$ cat src/rtl/div_result_bcd.sv
// Result stage of the sequential divider: waits out the divider latency, captures
// quotient/remainder, converts both to packed BCD (shift-add-3) and offers them with valid/ready.
module div_result_bcd #(
    parameter int LAT = 17,
    parameter int QW  = 8,
    parameter int RW  = 4,
    localparam int QD = (QW * 30103) / 100000 + 1,
    localparam int RD = (RW * 30103) / 100000 + 1
) (
    input  logic              clk,
    input  logic              rst,
    input  logic              start,
    input  logic [QW-1:0]     quo,
    input  logic [RW-1:0]     rem,
    output logic              busy,
    output logic              out_valid,
    input  logic              out_ready,
    output logic [4*QD-1:0]   q_bcd,
    output logic [4*RD-1:0]   r_bcd
);

    localparam int WCW = ($clog2(LAT) < 5) ? 5 : $clog2(LAT);
    localparam int ICW = (QW > 1) ? $clog2(QW) : 1;

    typedef enum logic [1:0] {S_IDLE, S_WAIT, S_CONV, S_HOLD} state_t;

    state_t            r_state;
    logic [WCW-1:0]    r_wait_cnt;
    logic [ICW-1:0]    r_iter_cnt;
    logic [QW-1:0]     r_a;
    logic [QW-1:0]     r_b;
    logic [4*QD-1:0]   r_q_acc;
    logic [4*RD-1:0]   r_r_acc;

    logic [4*QD-1:0]   w_q_adj;
    logic [4*RD-1:0]   w_r_adj;
    logic [4*QD-1:0]   w_q_acc_next;
    logic [4*RD-1:0]   w_r_acc_next;

    // Digits are <= 9 before the correction, so the 4-bit add never carries out.
    genvar gi;
    generate
        for (gi = 0; gi < QD; gi++) begin : g_q_digit
            assign w_q_adj[4*gi +: 4] = (r_q_acc[4*gi +: 4] >= 4'd5) ?
                                        r_q_acc[4*gi +: 4] + 4'd3 : r_q_acc[4*gi +: 4];
        end
        for (gi = 0; gi < RD; gi++) begin : g_r_digit
            assign w_r_adj[4*gi +: 4] = (r_r_acc[4*gi +: 4] >= 4'd5) ?
                                        r_r_acc[4*gi +: 4] + 4'd3 : r_r_acc[4*gi +: 4];
        end
    endgenerate

    assign w_q_acc_next = (w_q_adj << 1) | {{(4*QD-1){1'b0}}, r_a[QW-1]};
    assign w_r_acc_next = (w_r_adj << 1) | {{(4*RD-1){1'b0}}, r_b[QW-1]};

    always_ff @(posedge clk) begin
        if (rst) begin
            r_state    <= S_IDLE;
            r_wait_cnt <= '0;
            r_iter_cnt <= '0;
            r_a        <= '0;
            r_b        <= '0;
            r_q_acc    <= '0;
            r_r_acc    <= '0;
            busy       <= 1'b0;
            out_valid  <= 1'b0;
            q_bcd      <= '0;
            r_bcd      <= '0;
        end else if (start) begin
            // A new start always restarts the wait chain; any pending work is dropped.
            r_state    <= S_WAIT;
            r_wait_cnt <= WCW'(LAT - 1);
            busy       <= 1'b1;
            out_valid  <= 1'b0;
        end else begin
            case (r_state)
                S_IDLE: ;
                S_WAIT: begin
                    if (r_wait_cnt == '0) begin
                        r_a        <= quo;
                        r_b        <= QW'(rem);
                        r_q_acc    <= '0;
                        r_r_acc    <= '0;
                        r_iter_cnt <= ICW'(QW - 1);
                        r_state    <= S_CONV;
                    end else begin
                        r_wait_cnt <= r_wait_cnt - 1'b1;
                    end
                end
                S_CONV: begin
                    r_a     <= r_a << 1;
                    r_b     <= r_b << 1;
                    r_q_acc <= w_q_acc_next;
                    r_r_acc <= w_r_acc_next;
                    if (r_iter_cnt == '0) begin
                        q_bcd     <= w_q_acc_next;
                        r_bcd     <= w_r_acc_next;
                        busy      <= 1'b0;
                        out_valid <= 1'b1;
                        r_state   <= S_HOLD;
                    end else begin
                        r_iter_cnt <= r_iter_cnt - 1'b1;
                    end
                end
                S_HOLD: begin
                    if (out_ready) begin
                        out_valid <= 1'b0;
                        r_state   <= S_IDLE;
                    end
                end
                default: r_state <= S_IDLE;
            endcase
        end
    end

endmodule

$ cat config.mk
export PLATFORM = sky130hd
export DESIGN_NAME = div_result_bcd
export DESIGN_NICKNAME = d
export VERILOG_FILES = /design/src/rtl/div_result_bcd.sv
export SDC_FILE = /design/constraint.sdc
export NUM_CORES = 1
export LEC_CHECK = 0
export ABC_AREA = 1
export BUFFER_PORTS_ARGS = -buffer_cell sky130_fd_sc_hd__buf_2
export CAP_MARGIN = 15
export CORE_ASPECT_RATIO = 0.75
export CORE_MARGIN = 8
export CORE_UTILIZATION = 48
export DETAILED_ROUTE_END_ITERATION = 7
export GPL_TIMING_DRIVEN = 0
export PLACE_DENSITY = 0.67
export SLEW_MARGIN = 15
export SYNTH_ARGS = -nofsm -noshare
export SYNTH_HDL_FRONTEND = slang
export SYNTH_SLANG_ARGS = --single-unit
$ cat constraint.sdc
create_clock -name clk -period 2.4 [get_ports clk]
set_clock_uncertainty 0.2 [all_clocks]
set_input_delay 0.48 -clock clk [delete_from_list [all_inputs] [get_ports clk]]
set_output_delay 0.48 -clock clk [all_outputs]
set_load 0.02 [all_outputs]
; Yosys cells after proc, flatten, opt, wreduce, memory -nomap -nowiden
; Cells that the tools add are included.
[word_totals]
in_bits = 16
rom_bits = 0
out_inout_bits = 22
n_memories = 0
reg_bits = 68
elab_cells = 89
mem_bits_rw = 0
latch_bits = 0
[classes]
div = 0
mux = 30
shift = 0
bitwise = 4
n_lt_le_gt_ge = 5
addsub = 7
n_reduce_logical = 19
eq_ne = 11
mul = 0
[ops]
columns = op, count
row1 = 8-bit case mux with 2 select lines, 3
row2 = 8-bit 2-to-1 mux, 3
row3 = 12-bit case mux with 2 select lines, 1
row4 = "4-bit by 3-bit greater-or-equal comparator with 1-bit output, second input constant", 5
row5 = 5-bit 2-to-1 mux, 3
row6 = "4-bit by 2-bit adder with 4-bit output, second input constant", 3
row7 = 12-bit 2-to-1 mux, 1
row8 = 3-bit 2-to-1 mux, 4
row9 = 4-bit 2-to-1 mux, 3
row10 = 12-bit by 1-bit OR with 12-bit output, 1
row11 = 4-bit AND reduction, 3
row12 = "2-bit != test, second input constant", 5
row13 = 2-bit nonzero test, 5
row14 = "3-bit != test, second input constant", 3
row15 = 3-bit AND reduction, 3
row16 = 8-bit by 1-bit OR with 8-bit output, 1
row17 = "3-bit by 2-bit adder with 3-bit output, second input constant", 2
row18 = 1-bit 2-to-1 mux, 6
row19 = 2-bit 2-to-1 mux, 3
row20 = 2-bit case mux with 3 select lines, 1
row21 = 3-bit case mux with 2 select lines, 1
row22 = 2-bit AND reduction, 3
row23 = 5-bit logical NOT, 1
row24 = "5-bit by 1-bit subtractor with 5-bit output, second input constant", 1
row25 = other kinds (9), 11

; Longest topological paths before layout
; Gate-level depths: netlist (run 1).
[logic_depth]
depth_word = 4
ltp_mapped = 9
depth_no_buf = 9

; Worst setup path after synthesis (run 1)
; No wires, ideal clock.
[synth_timing]
path_kind = register to register
from = register r_state[0]
to = register r_a[7]
synth_period_minus_slack_ps = 1723
setup_ps = 116
slack_ps = 677
arrival_time_ps = 1408
n_path_buf = 1
stages_incl_launch_ff = 10
t_required_ps = 2084
cell_sequence = dfxtp_1 -> inv_1 -> ha_1 -> inv_1 -> nand2_1 -> nand3_4 -> inv_1 -> buf_4 -> nor2_1 -> nor2_1
[synth_via]
elab_chain_cells = 3
elab_cells_between_ends = 6
classes_between = eq/ne (3) / mux (1) / reduce/logical (2)
[synth_lines]
columns = item, line_no
row1 = "start, declared", 27  ; state_t r_state;
row2 = "start signal, assigned", 58  ; r_state <= S_IDLE;
row3 = "start signal, assigned", 71  ; r_state <= S_WAIT;
row4 = "start signal, assigned", 85  ; r_state <= S_CONV;
row5 = 2-bit by 1-bit equality test with 1-bit output / 2-bit equality test (equally long branches), 76  ; case (r_state)
row6 = 2-bit != test (no source line) / 2-bit nonzero test (equally long branches), -
row7 = 3-bit AND reduction (no source line), -
row8 = "end signal, assigned", 80  ; r_a <= quo;
row9 = "end signal, assigned", 91  ; r_a <= r_a << 1;
row10 = "end, declared", 30  ; logic [QW-1:0] r_a;
; Several ways; a longest one is shown, not always the timed one.
; A chain may end at the register's enable or synchronous reset.

; Worst setup path in the final report (run 1)
[layout_timing]
from = register r_state[0]
to = register q_bcd[1]
[layout_via]
elab_chain_cells = 2
[layout_lines]
columns = item, line_no
row1 = 2-bit equality test, 76
row2 = 3-bit AND reduction (no source line), -
row3 = "end signal, assigned", 96  ; q_bcd <= w_q_acc_next;
row4 = "end, declared", 18  ; output logic [4*QD-1:0] q_bcd,
; Every way passes these cells.

==> run metrics, run 1 <==
status=completed; unrepaired setup endpoints after global routing=no; syn_nets=524; GPL Wtd Cong=0.877; vias in the first global route=2902; Final Hold Fails=0; die width=115 µm; Slew headroom=51.4%; initial antenna violation count=0; Remaining DRCs=0; FF+latch count, synth=68; Post-CTS Setup Bufs=0; clock-pin slew on the worst setup and hold paths=70 ps; Hold Path Sink=r_b[6]; worst min path class=flop to flop; first-pass GRT wire length=13400 µm; WS Path Type=flop to flop; setup TNS=0 ps; Initial Utilization=48.7%; Avg Inst Size Synth=7.13 µm²; Reg-to-Reg End=q_bcd[1]; gr usage total=15.9%; CTS Buf Count=9; share of layout cells above drive strength 1=19.5%; Final period util=85.5%; post-detailed-route count of antenna-violating nets=0; Max Clock Freq=0.487 GHz; I/O Buffers=37; Clk Latency, worst-skew pair=340 ps; Avg WL per Cell=12.3 µm; CTS Root Cell=clkbuf_8; Reg2Reg Launch Point=r_state[0]; Die Y=90.0 µm; TritonRoute pass-1 iters=4; post-CTS sizing=0; core area=0.00720 mm²; total number of vias=3160; reg-to-reg slack, setup=350 ps; clk buf depth=2; Synth Instances=491; Rows=27; CP endpoint kind=flop; CTS tree=built; nets@finish=572; antenna fix cells=0; worst-margin pin slew=729 ps; post-route minimum period=2050 ps; Arr. time, crit path=2140 ps; commonest non-fill, non-tap cells in the layout=nand2_1 (140), dfxtp_1 (68), nand3_1 (60); Slew Limit Fails=0; H-tree levels=3; Synth Warn #=0; number of max-cap violations=0; hold_sp=r_b[5]; CP max FO=10; Hold Path Stages=2; Die ar.=0.0103 mm²; DRT iter0 DRCs=140; Pwr per Cell Area=580 mW/mm²; worst path required time=2490 ps; worst r2r path cells=8; post-DR vias/cell=4.90; Max IR drop VDD=0.302 mV; clk sinks=68; Post-Route WL=7930 µm; final setup fails=0; Netlist cell types=26; commonest non-fill, non-tap cell in the layout=nand2_1; P&R area growth vs syn=13.5%; Fin Hold WS=262 ps; hold_buf cts=0; mapped cell area=0.00350 mm²; Leakage=1.83 nW; largest net degree at the start of global routing=11; GRT overflow=0; post-layout util=55.3%; sequential area share after synthesis=38.9%; # fillers=752; I/O pins=38; hpwl dp=5750 µm; startpoint types=flop
## cell families after synthesis
logic type | synth area share [%]
XOR/XNOR | 0.750
AO/OA/AOI/OAI | 11.6
flip-flops | 38.9
adder cells (fa/ha/maj) | 6.07
AND/OR/NAND/NOR | 34.0
buffers and inverters | 8.75
## stage by stage
stage / power, W / cells / cell area [µm²] / worst slack [ps]
after global routing: 0.00242 / 645 / 3980 / 94.4
after floorplan: 0.00143 / 491 / 3500 / 677
after global placement: 0.00151 / 629 / 3810 / 338
after detailed placement: 0.00152 / 629 / 3810 / 261
after CTS: 0.00233 / 645 / 3980 / 324
final: 0.00231 / 645 / 3980 / 348
## layout make-up
cell class / count / area, µm² / area share, %
Multi-Input combinational cell: 353 / 1830 / 46.1
Tap cell: 101 / 126 / 3.18
Clock buffer: 14 / 153 / 3.84
Clock inverter: 2 / 10.0 / 0.252
Inverter: 49 / 184 / 4.63
Timing Repair Buffer: 37 / 185 / 4.66
Buffer: 21 / 123 / 3.08
Sequential cell: 68 / 1360 / 34.2
## critical path: stages (launching register included)
cell      delay [ps]
dfxtp_1          400
inv_1             60
ha_1             200
inv_1            230
nor2_1           140
nand2_1          150
clkbuf_1         390
nand3_1          130
nand2_1           90
## layer usage
layer | share of wire (%) | vias up | routed length [µm] | track usage [%]
met3 | 4.0 | 10 | 321 | 4.07
met4 | 1.0 | 0 | 82 | 5.30
met2 | 44 | 52 | 3470 | 25.4
met5 | 0 | - | 0 | 0
met1 | 51 | 1443 | 4050 | 20.4
li1 | - | 1655 | - | -
## how the worst max path moves through the flow
stage | start | endpoint | cells past startpoint
2_1_floorplan | r_state[0] | r_a[7] | 9
4_1_cts | r_state[0] | q_bcd[4] | 8
5_1_grt | r_state[0] | r_bcd[2] | 8
6_report | r_state[0] | q_bcd[1] | 8
3_3_place_gp | start | r_bcd[0] | 5
3_5_place_dp | start | r_bcd[0] | 5
## synthesized netlist by cell type, drive strengths merged
library cell,count,share of area [%]
nand3,62,9.4
or2,1,0.18
o21ai,19,2.7
nand4,2,0.36
a21oi,47,8.9
nor2,39,4.7
nand2,162,19
xnor2,1,0.25
xor2,2,0.50
clkbuf,8,0.86
buf,13,2.6
nor3,1,0.14
ha,17,6.1
dfxtp,68,39
inv,49,5.3
## sequential cells by signal, summed over array words and instances, names as in the netlist
signal / cells
busy: 1
out_valid: 1
q_bcd: 12
r_a: 8
r_b: 8
r_bcd: 8
r_iter_cnt: 3
r_q_acc: 12
r_r_acc: 8
r_state: 2
r_wait_cnt: 5
## power breakdown
group | internal, W | leakage (nW) | switching [W]
Clock | 0.000402 | 0.0844 | 0.000412
Sequential | 0.00116 | 0.550 | 0.0000227
Combinational | 0.0000999 | 1.20 | 0.000204
Total | 0.00167 | 1.83 | 0.000640
Power figures use the tool's default switching activity.
==> run 2, diff against run 1 <==
--- a/config.mk
+++ b/config.mk
@@ -5,7 +5,7 @@
 export SDC_FILE = /design/constraint.sdc
 export NUM_CORES = 1
 export LEC_CHECK = 0
-export ABC_AREA = 1
+export ABC_AREA = 0
 export BUFFER_PORTS_ARGS = -buffer_cell sky130_fd_sc_hd__buf_2
 export CAP_MARGIN = 15
 export CORE_ASPECT_RATIO = 0.75
@@ -13,7 +13,7 @@
 export CORE_UTILIZATION = 48
 export DETAILED_ROUTE_END_ITERATION = 7
 export GPL_TIMING_DRIVEN = 0
-export PLACE_DENSITY = 0.67
+export PLACE_DENSITY = 0.68
 export SLEW_MARGIN = 15
 export SYNTH_ARGS = -nofsm -noshare
 export SYNTH_HDL_FRONTEND = slang
==> run 2 against run 1 <==
  * Synthesized cell count is 24% lower
  * Final cell count is 22% lower
  * Core utilization grew 2.0 points
  * Sequential share of layout area up 0.87 points
==> run metrics, run 2 <==
status=completed (unchanged); final setup fails=0 (unchanged); Arr. time, crit path=2290 ps (was 2140 ps); number of max-cap violations=0 (unchanged); Post-synth top cells=dfxtp_1 (68), nor2_1 (40), nand2_1 (26) (was nand2_1 (140), dfxtp_1 (68), nand3_1 (60)); CTS tree=built (unchanged); initial antenna violation count=0 (unchanged); hpwl dp=5570 µm (was 5750 µm); GRT overflow=0 (unchanged); wire length on met1=3840 µm (was 4050 µm); crit path max-delay cell type=or4b_4 (was dfxtp_1); Synth area leaders=dfxtp_1 (41%), ha_1 (6.4%), nor2_1 (4.5%) (was dfxtp_1 (39%), nand2_1 (15%), nand3_1 (8.6%)); CP endpoint kind=flop (unchanged); H-tree levels=3 (unchanged); syn_nets=405 (was 524); nets@finish=450 (was 572); vias in the first global route=2749 (was 2902); worst path required time=2410 ps (was 2490 ps); Post-Route WL=7870 µm (was 7930 µm); Final period util=95.1% (was 85.5%); I/O Buffers=36 (was 37); commonest non-fill, non-tap cell in the layout=dfxtp_1 (was nand2_1); worst-path cell chain=inv_2 > ha_2 > or4b_4 > a211o_1 > buf_6 > buf_6 > a32oi_1 > nor2_1 (was inv_1 > ha_1 > inv_1 > nor2_1 > nand2_1 > clkbuf_1 > nand3_1 > nand2_1); total power=0.00278 W (was 0.00231 W); setup TNS=0 ps (unchanged); FF+latch count, synth=68 (unchanged); Netlist cell types=44 (was 26); Leakage=1.47 nW (was 1.83 nW); Design Area, Final=0.00388 mm² (was 0.00398 mm²); sequential area share after synthesis=40.7% (was 38.9%); startpoint types=flop (unchanged); clk sinks=68 (unchanged); mapped cell area=0.00334 mm² (was 0.00350 mm²); unrepaired setup endpoints after global routing=no (unchanged); hold_sp=quo[0] (was r_b[5]); TritonRoute pass-1 iters=4 (unchanged); antenna fix cells=0 (unchanged); met3 wire length=451 µm (was 321 µm); share of layout cells above drive strength 1=18.7% (was 19.5%); Remaining DRCs=0 (unchanged); Hold Path Stages=3 (was 2); # fillers=632 (was 752); GPL Wtd Cong=0.841 (was 0.877); Fin Hold WS=199 ps (was 262 ps); Hold Path Sink=r_a[0] (was r_b[6]); top-count cell post-synth=dfxtp_1 (was nand2_1); CP max FO=10 (unchanged); Rows=26 (was 27); Multi-input gate area=0.00177 mm² (was 0.00183 mm²); Reg-to-Reg End=r_r_acc[1] (was q_bcd[1]); reg-to-reg slack, setup=120 ps (was 350 ps); Max Clock Freq=0.438 GHz (was 0.487 GHz); clock-pin slew on the worst setup and hold paths=70 ps (about the same); CTS Buf Count=9 (unchanged); Initial Utilization=49.4% (was 48.7%); total number of vias=2821 (was 3160); Die ar.=0.00991 mm² (was 0.0103 mm²); register area=0.00136 mm² (unchanged); Placement Setup Slack=-339 ps (was 261 ps); commonest non-fill, non-tap cells in the layout=dfxtp_1 (68), nor2_1 (39), buf_2 (39) (was nand2_1 (140), dfxtp_1 (68), nand3_1 (60)); Clk Latency, worst-skew pair=340 ps (about the same); Met2 Wirelength=3480 µm (was 3470 µm); Post-DP Area=0.00363 mm² (was 0.00381 mm²); WS Path Type=flop to flop (unchanged); worst min path class=input pin to flop (was flop to flop); worst-margin pin slew=755 ps (was 729 ps); async set-or-reset flop fraction in the synthesized netlist=0% (unchanged); Max IR drop VDD=0.444 mV (was 0.302 mV); Post-CTS Setup Bufs=0 (unchanged); Final Hold Fails=0 (unchanged); Post-synth EDFFs=0 (unchanged); Die Y=88.3 µm (was 90.0 µm); post-detailed-route count of antenna-violating nets=0 (unchanged); top sig layer=met4 (unchanged); crit path launch=r_wait_cnt[0] (was r_state[0]); Pwr per Cell Area=717 mW/mm² (was 580 mW/mm²); DRT iter0 DRCs=194 (was 140); first-pass GRT wire length=13200 µm (was 13400 µm); top-area cell type share of the netlist area=40.7% (was 38.9%); I/O pins=38 (unchanged); die width=112 µm (was 115 µm); gr usage total=16.7% (was 15.9%); Synth area leader=dfxtp_1 (unchanged); biggest regs=q_bcd x12, r_q_acc x12 (unchanged); crit-path max cell delay=530 ps (was 400 ps); CTS Root Cell=clkbuf_8 (unchanged); worst r2r path cells=8 (unchanged); ys flop type=dfxtp_1 (unchanged); Synth Instances=372 (was 491); largest net degree at the start of global routing=13 (was 11); Reg2Reg Launch Point=r_wait_cnt[0] (was r_state[0]); PnR worst setup slack=117 ps (was 348 ps); post-route minimum period=2280 ps (was 2050 ps); Top cell by count, worst path=buf_6; post-DR vias/cell=5.58 (was 4.90); Avg Inst Size Synth=8.98 µm² (was 7.13 µm²); P&R area growth vs syn=16.1% (was 13.5%); Slew Limit Fails=0 (unchanged); clk buf depth=2 (unchanged); Avg WL per Cell=15.6 µm (was 12.3 µm); Synth Warn #=0 (unchanged); core area=0.00677 mm² (was 0.00720 mm²); Slew headroom=49.7% (was 51.4%)
[run 2: worst max path at each step]
stage,cells past startpoint,end,slack [ps]
final,8,r_r_acc[1],120
after global routing,8,r_q_acc[10],7
after CTS,9,r_r_acc[6],40
after detailed placement,6,q_bcd[9],-340
after global placement,6,q_bcd[9],-350
after floorplan,9,r_b[7],190
[run 2: worst max-delay path: cells and delay by family, from the launching register on]
family / cells / cell delay (ps)
AOI/OAI and AO/OA: 2 / 500
adders and majority gates: 1 / 180
buffers and inverters: 3 / 370
DFF: 1 / 320
and+or+nand+nor: 2 / 580
[run 2: cell type report]
cell class              instances  area share [%]
flip-flops and latches         68            35.1
plain buffers                  22            3.19
repair buffers                 36            4.65
clock buffers                  10            3.55
multi-input cells             257            45.7
clock inverters                 6            2.87
well taps                      84            2.71
inverters                      23            2.23
[run 2: metal layers]
metal | vias to the layer above | global-route usage [%]
met5 | - | 0
met4 | 0 | 6.22
met3 | 9 | 4.36
met2 | 56 | 27.4
met1 | 1330 | 20.9
li1 | 1426 | -
[run 2: cells by family (layout without fill, tap and decap cells)]
group / after synthesis / in the layout / share of synthesized area [%]
compound gates: 119 / 119 / 26.6
simple gates: 108 / 108 / 15.8
flops: 68 / 68 / 40.7
buf+inv: 47 / 97 / 6.74
fa+ha+maj: 17 / 17 / 6.37
mux: 10 / 10 / 3.00
xor+xnor: 3 / 3 / 0.787
[run 2: report_power, final]
part | internal (W) | switching, W
logic | 0.000158 | 0.000247
clock network | 0.000718 | 0.000446
registers | 0.00118 | 0.0000357
[run 2: timing repair]
action / CTS / global route
gates resized for setup: 1 / 5
endpoints found under the setup margin: 10 / 35
endpoints found under the hold margin: 0 / 0
pin swaps: 0 / 1
hold buffers: 0 / 0
[run 2: metrics by stage]
step	std cells	util (%)
final	506	57.3
after global routing	506	57.3
after CTS	508	57.3
after detailed placement	492	53.6
after global placement	492	53.6
after floorplan	372	-
==> run 3, diff against run 2 <==
--- a/config.mk
+++ b/config.mk
@@ -14,6 +14,7 @@
 export DETAILED_ROUTE_END_ITERATION = 7
 export GPL_TIMING_DRIVEN = 0
 export PLACE_DENSITY = 0.68
+export SETUP_SLACK_MARGIN = 0.2
 export SLEW_MARGIN = 15
 export SYNTH_ARGS = -nofsm -noshare
 export SYNTH_HDL_FRONTEND = slang
==> run 3 against run 2 <==
  * Combinational power rose by 22%
  * Highest routed layer unchanged
  * Final area increased by 5.1%
  * Power down 4.0%
  * Sequential power about the same
  * Die area stayed put
  * Count of clock-buffer cells in the layout is 1 lower
  * Via count increased by 3.2%
  * Setup slack improved by 70 ps
  * Final cell count increased by 2.8%
  * First-iteration DRC count decreased by 38%
  * Largest cell class unchanged
  * Core utilization up 2.9 points
  * Sequential cell count is the same
==> run metrics, run 3 (synthesis results as in run 2) <==
status=completed (unchanged); final setup fails=0 (unchanged); Rows=26 (unchanged); CTS Root Cell=clkbuf_8 (unchanged); clk sinks=68 (unchanged); Reg-to-Reg End=r_b[6] (was r_r_acc[1]); post-layout util=60.2% (was 57.3%); Remaining DRCs=0 (unchanged); TritonRoute pass-1 iters=4 (unchanged); worst min path class=input pin to flop (unchanged); worst r2r path cells=9 (was 8); crit-path max cell delay=450 ps (was 530 ps); reg-to-reg slack, setup=190 ps (was 120 ps); die width=112 µm (unchanged); Clock power frac=36.0% (was 41.9%); clk buf depth=2 (unchanged); DRT iter0 DRCs=121 (was 194); Max IR drop VDD=0.389 mV (was 0.444 mV); WS Path Type=flop to flop (unchanged); Post-Route WL=8300 µm (was 7870 µm); post-route minimum period=2210 ps (was 2280 ps); P&R area growth vs syn=22.0% (was 16.1%); Initial Utilization=49.4% (unchanged); Leakage=1.55 nW (was 1.47 nW); crit path max-delay cell type=or4b_4 (unchanged); CTS Buf Count=9 (unchanged); core area=0.00677 mm² (unchanged); hpwl dp=5630 µm (was 5570 µm); Cell Count Post-Placement=492 (unchanged); Pwr per Cell Area=655 mW/mm² (was 717 mW/mm²); Int Power=0.00188 W (was 0.00205 W); CTS tree=built (unchanged); Slew Limit Fails=0 (unchanged); worst-path cell chain=inv_2 > ha_4 > or4b_4 > buf_6 > a211o_1 > buf_6 > buf_12 > a22oi_2 > nor2_1 (was inv_2 > ha_2 > or4b_4 > a211o_1 > buf_6 > buf_6 > a32oi_1 > nor2_1); Clk Latency, worst-skew pair=350 ps (was 340 ps); Slew headroom=55.2% (was 49.7%); hold_buf cts=0 (unchanged); switch share=29.6% (was 26.2%); register area=0.00136 mm² (about the same); gr usage total=16.9% (was 16.7%); # fillers=617 (was 632); H-tree levels=3 (unchanged); total power=0.00267 W (was 0.00278 W); Placement Setup Slack=-336 ps (was -339 ps); PnR worst setup slack=187 ps (was 117 ps); CP max FO=6 (was 10); Reg2Reg Launch Point=r_wait_cnt[0] (unchanged); antenna fix cells=0 (unchanged); Die ar.=0.00991 mm² (unchanged); Arr. time, crit path=2240 ps (was 2290 ps); first-pass GRT wire length=13400 µm (was 13200 µm); Setup crit end=r_b[6] (was r_r_acc[1]); crit path launch=r_wait_cnt[0] (unchanged); commonest non-fill, non-tap cells in the layout=dfxtp_1 (66), nor2_1 (38), buf_2 (36) (was dfxtp_1 (68), nor2_1 (39), buf_2 (39)); switching power total=0.000791 W (was 0.000729 W); I/O pins=38 (unchanged); Die Y=88.3 µm (unchanged); initial antenna violation count=0 (unchanged); Max Clock Freq=0.452 GHz (was 0.438 GHz); unrepaired setup endpoints after global routing=yes (was no); GPL Wtd Cong=0.841 (about the same); setup TNS=0 ps (unchanged); Multi-input gate area=0.00185 mm² (was 0.00177 mm²); clock-pin slew on the worst setup and hold paths=80 ps (was 70 ps); Final period util=92.2% (was 95.1%); nets@finish=464 (was 450); largest net degree at the start of global routing=14 (was 13); worst-margin pin slew=673 ps (was 755 ps); Final Non-Filler Cells=520 (was 506); startpoint types=flop (unchanged); Final Hold Fails=0 (unchanged); I/O Buffers=36 (unchanged); Top cell by count, worst path=buf_6 (unchanged); vias in the first global route=2833 (was 2749); GRT overflow=0 (unchanged); biggest regs=q_bcd x12, r_q_acc x12 (unchanged); CP endpoint kind=flop (unchanged); post-detailed-route count of antenna-violating nets=0 (unchanged); total number of vias=2910 (was 2821); commonest non-fill, non-tap cell in the layout=dfxtp_1 (unchanged); Logic pwr share=18.6% (was 14.5%); post-DR vias/cell=5.60 (was 5.58); Avg WL per Cell=16.0 µm (was 15.6 µm); worst path required time=2430 ps (was 2410 ps); share of layout cells above drive strength 1=25.9% (was 18.7%); number of max-cap violations=0 (unchanged); Flop pwr share=45.4% (was 43.6%)
run 3: worst min-delay path by stage:
stage	start	endpoint	slack, ps	cells after the start
CTS	quo[0]	r_a[0]	180	3
detailed placement	q_bcd[8]	q_bcd[8]	240	2
finish	quo[0]	r_a[0]	200	3
global route	quo[0]	r_a[0]	200	3
floorplan	r_a[0]	r_a[0]	230	2
global placement	q_bcd[8]	q_bcd[8]	230	2
run 3: timing repair:
| item | CTS | global route |
|---|---|---|
| endpoints found under the setup margin | 48 | 45 |
| pin swaps | 6 | 5 |
| resized for setup | 9 | 29 |
| buffers inserted | 7 | 4 |
| gates cloned | 1 | 0 |
run 3: power groups by stage:
stage | Sequential [W] | Combinational (W) | Clock [W]
after floorplan | 0.00123 | 0.000312 | 0
after global placement | 0.00123 | 0.000399 | 0
after detailed placement | 0.00124 | 0.000407 | 0
after CTS | 0.00121 | 0.000464 | 0.000979
after global routing | 0.00122 | 0.000540 | 0.00102
final | 0.00121 | 0.000496 | 0.000963
run 3: routing by layer:
layer  up-vias  share of wire (%)  wire, µm  track usage, %
met5         -                  0         0               0
met4         0                1.1        89            5.85
met3         9                6.7       558            5.66
met2        68                 45      3750            26.9
met1      1378                 47      3900            21.2
li1       1455                  -         -               -
run 3: final cells by class:
| class | count | share of cell area [%] |
|---|---|---|
| clock inverter | 7 | 1.87 |
| clock buffer | 9 | 3.04 |
| buffer | 24 | 3.93 |
| sequential | 68 | 33.5 |
| timing repair buffer | 48 | 7.52 |
| tap | 84 | 2.58 |
| inverter | 23 | 2.12 |
| multi-input combinational | 257 | 45.5 |
run 3: through the flow:
step / hold slack (ps) / instance area, µm²
global route: 196 / 4080
detailed placement: 241 / 3630
CTS: 183 / 3950
global placement: 229 / 3630
floorplan: 232 / 3350
finish: 198 / 4080
run 3: worst max-delay path: cells and delay by family (launching register included):
kind,cells,cell delay [ps]
buffers and inverters,4,490
adders and majority gates,1,120
DFF,1,330
AOI/OAI and AO/OA,2,440
and+or+nand+nor,2,500
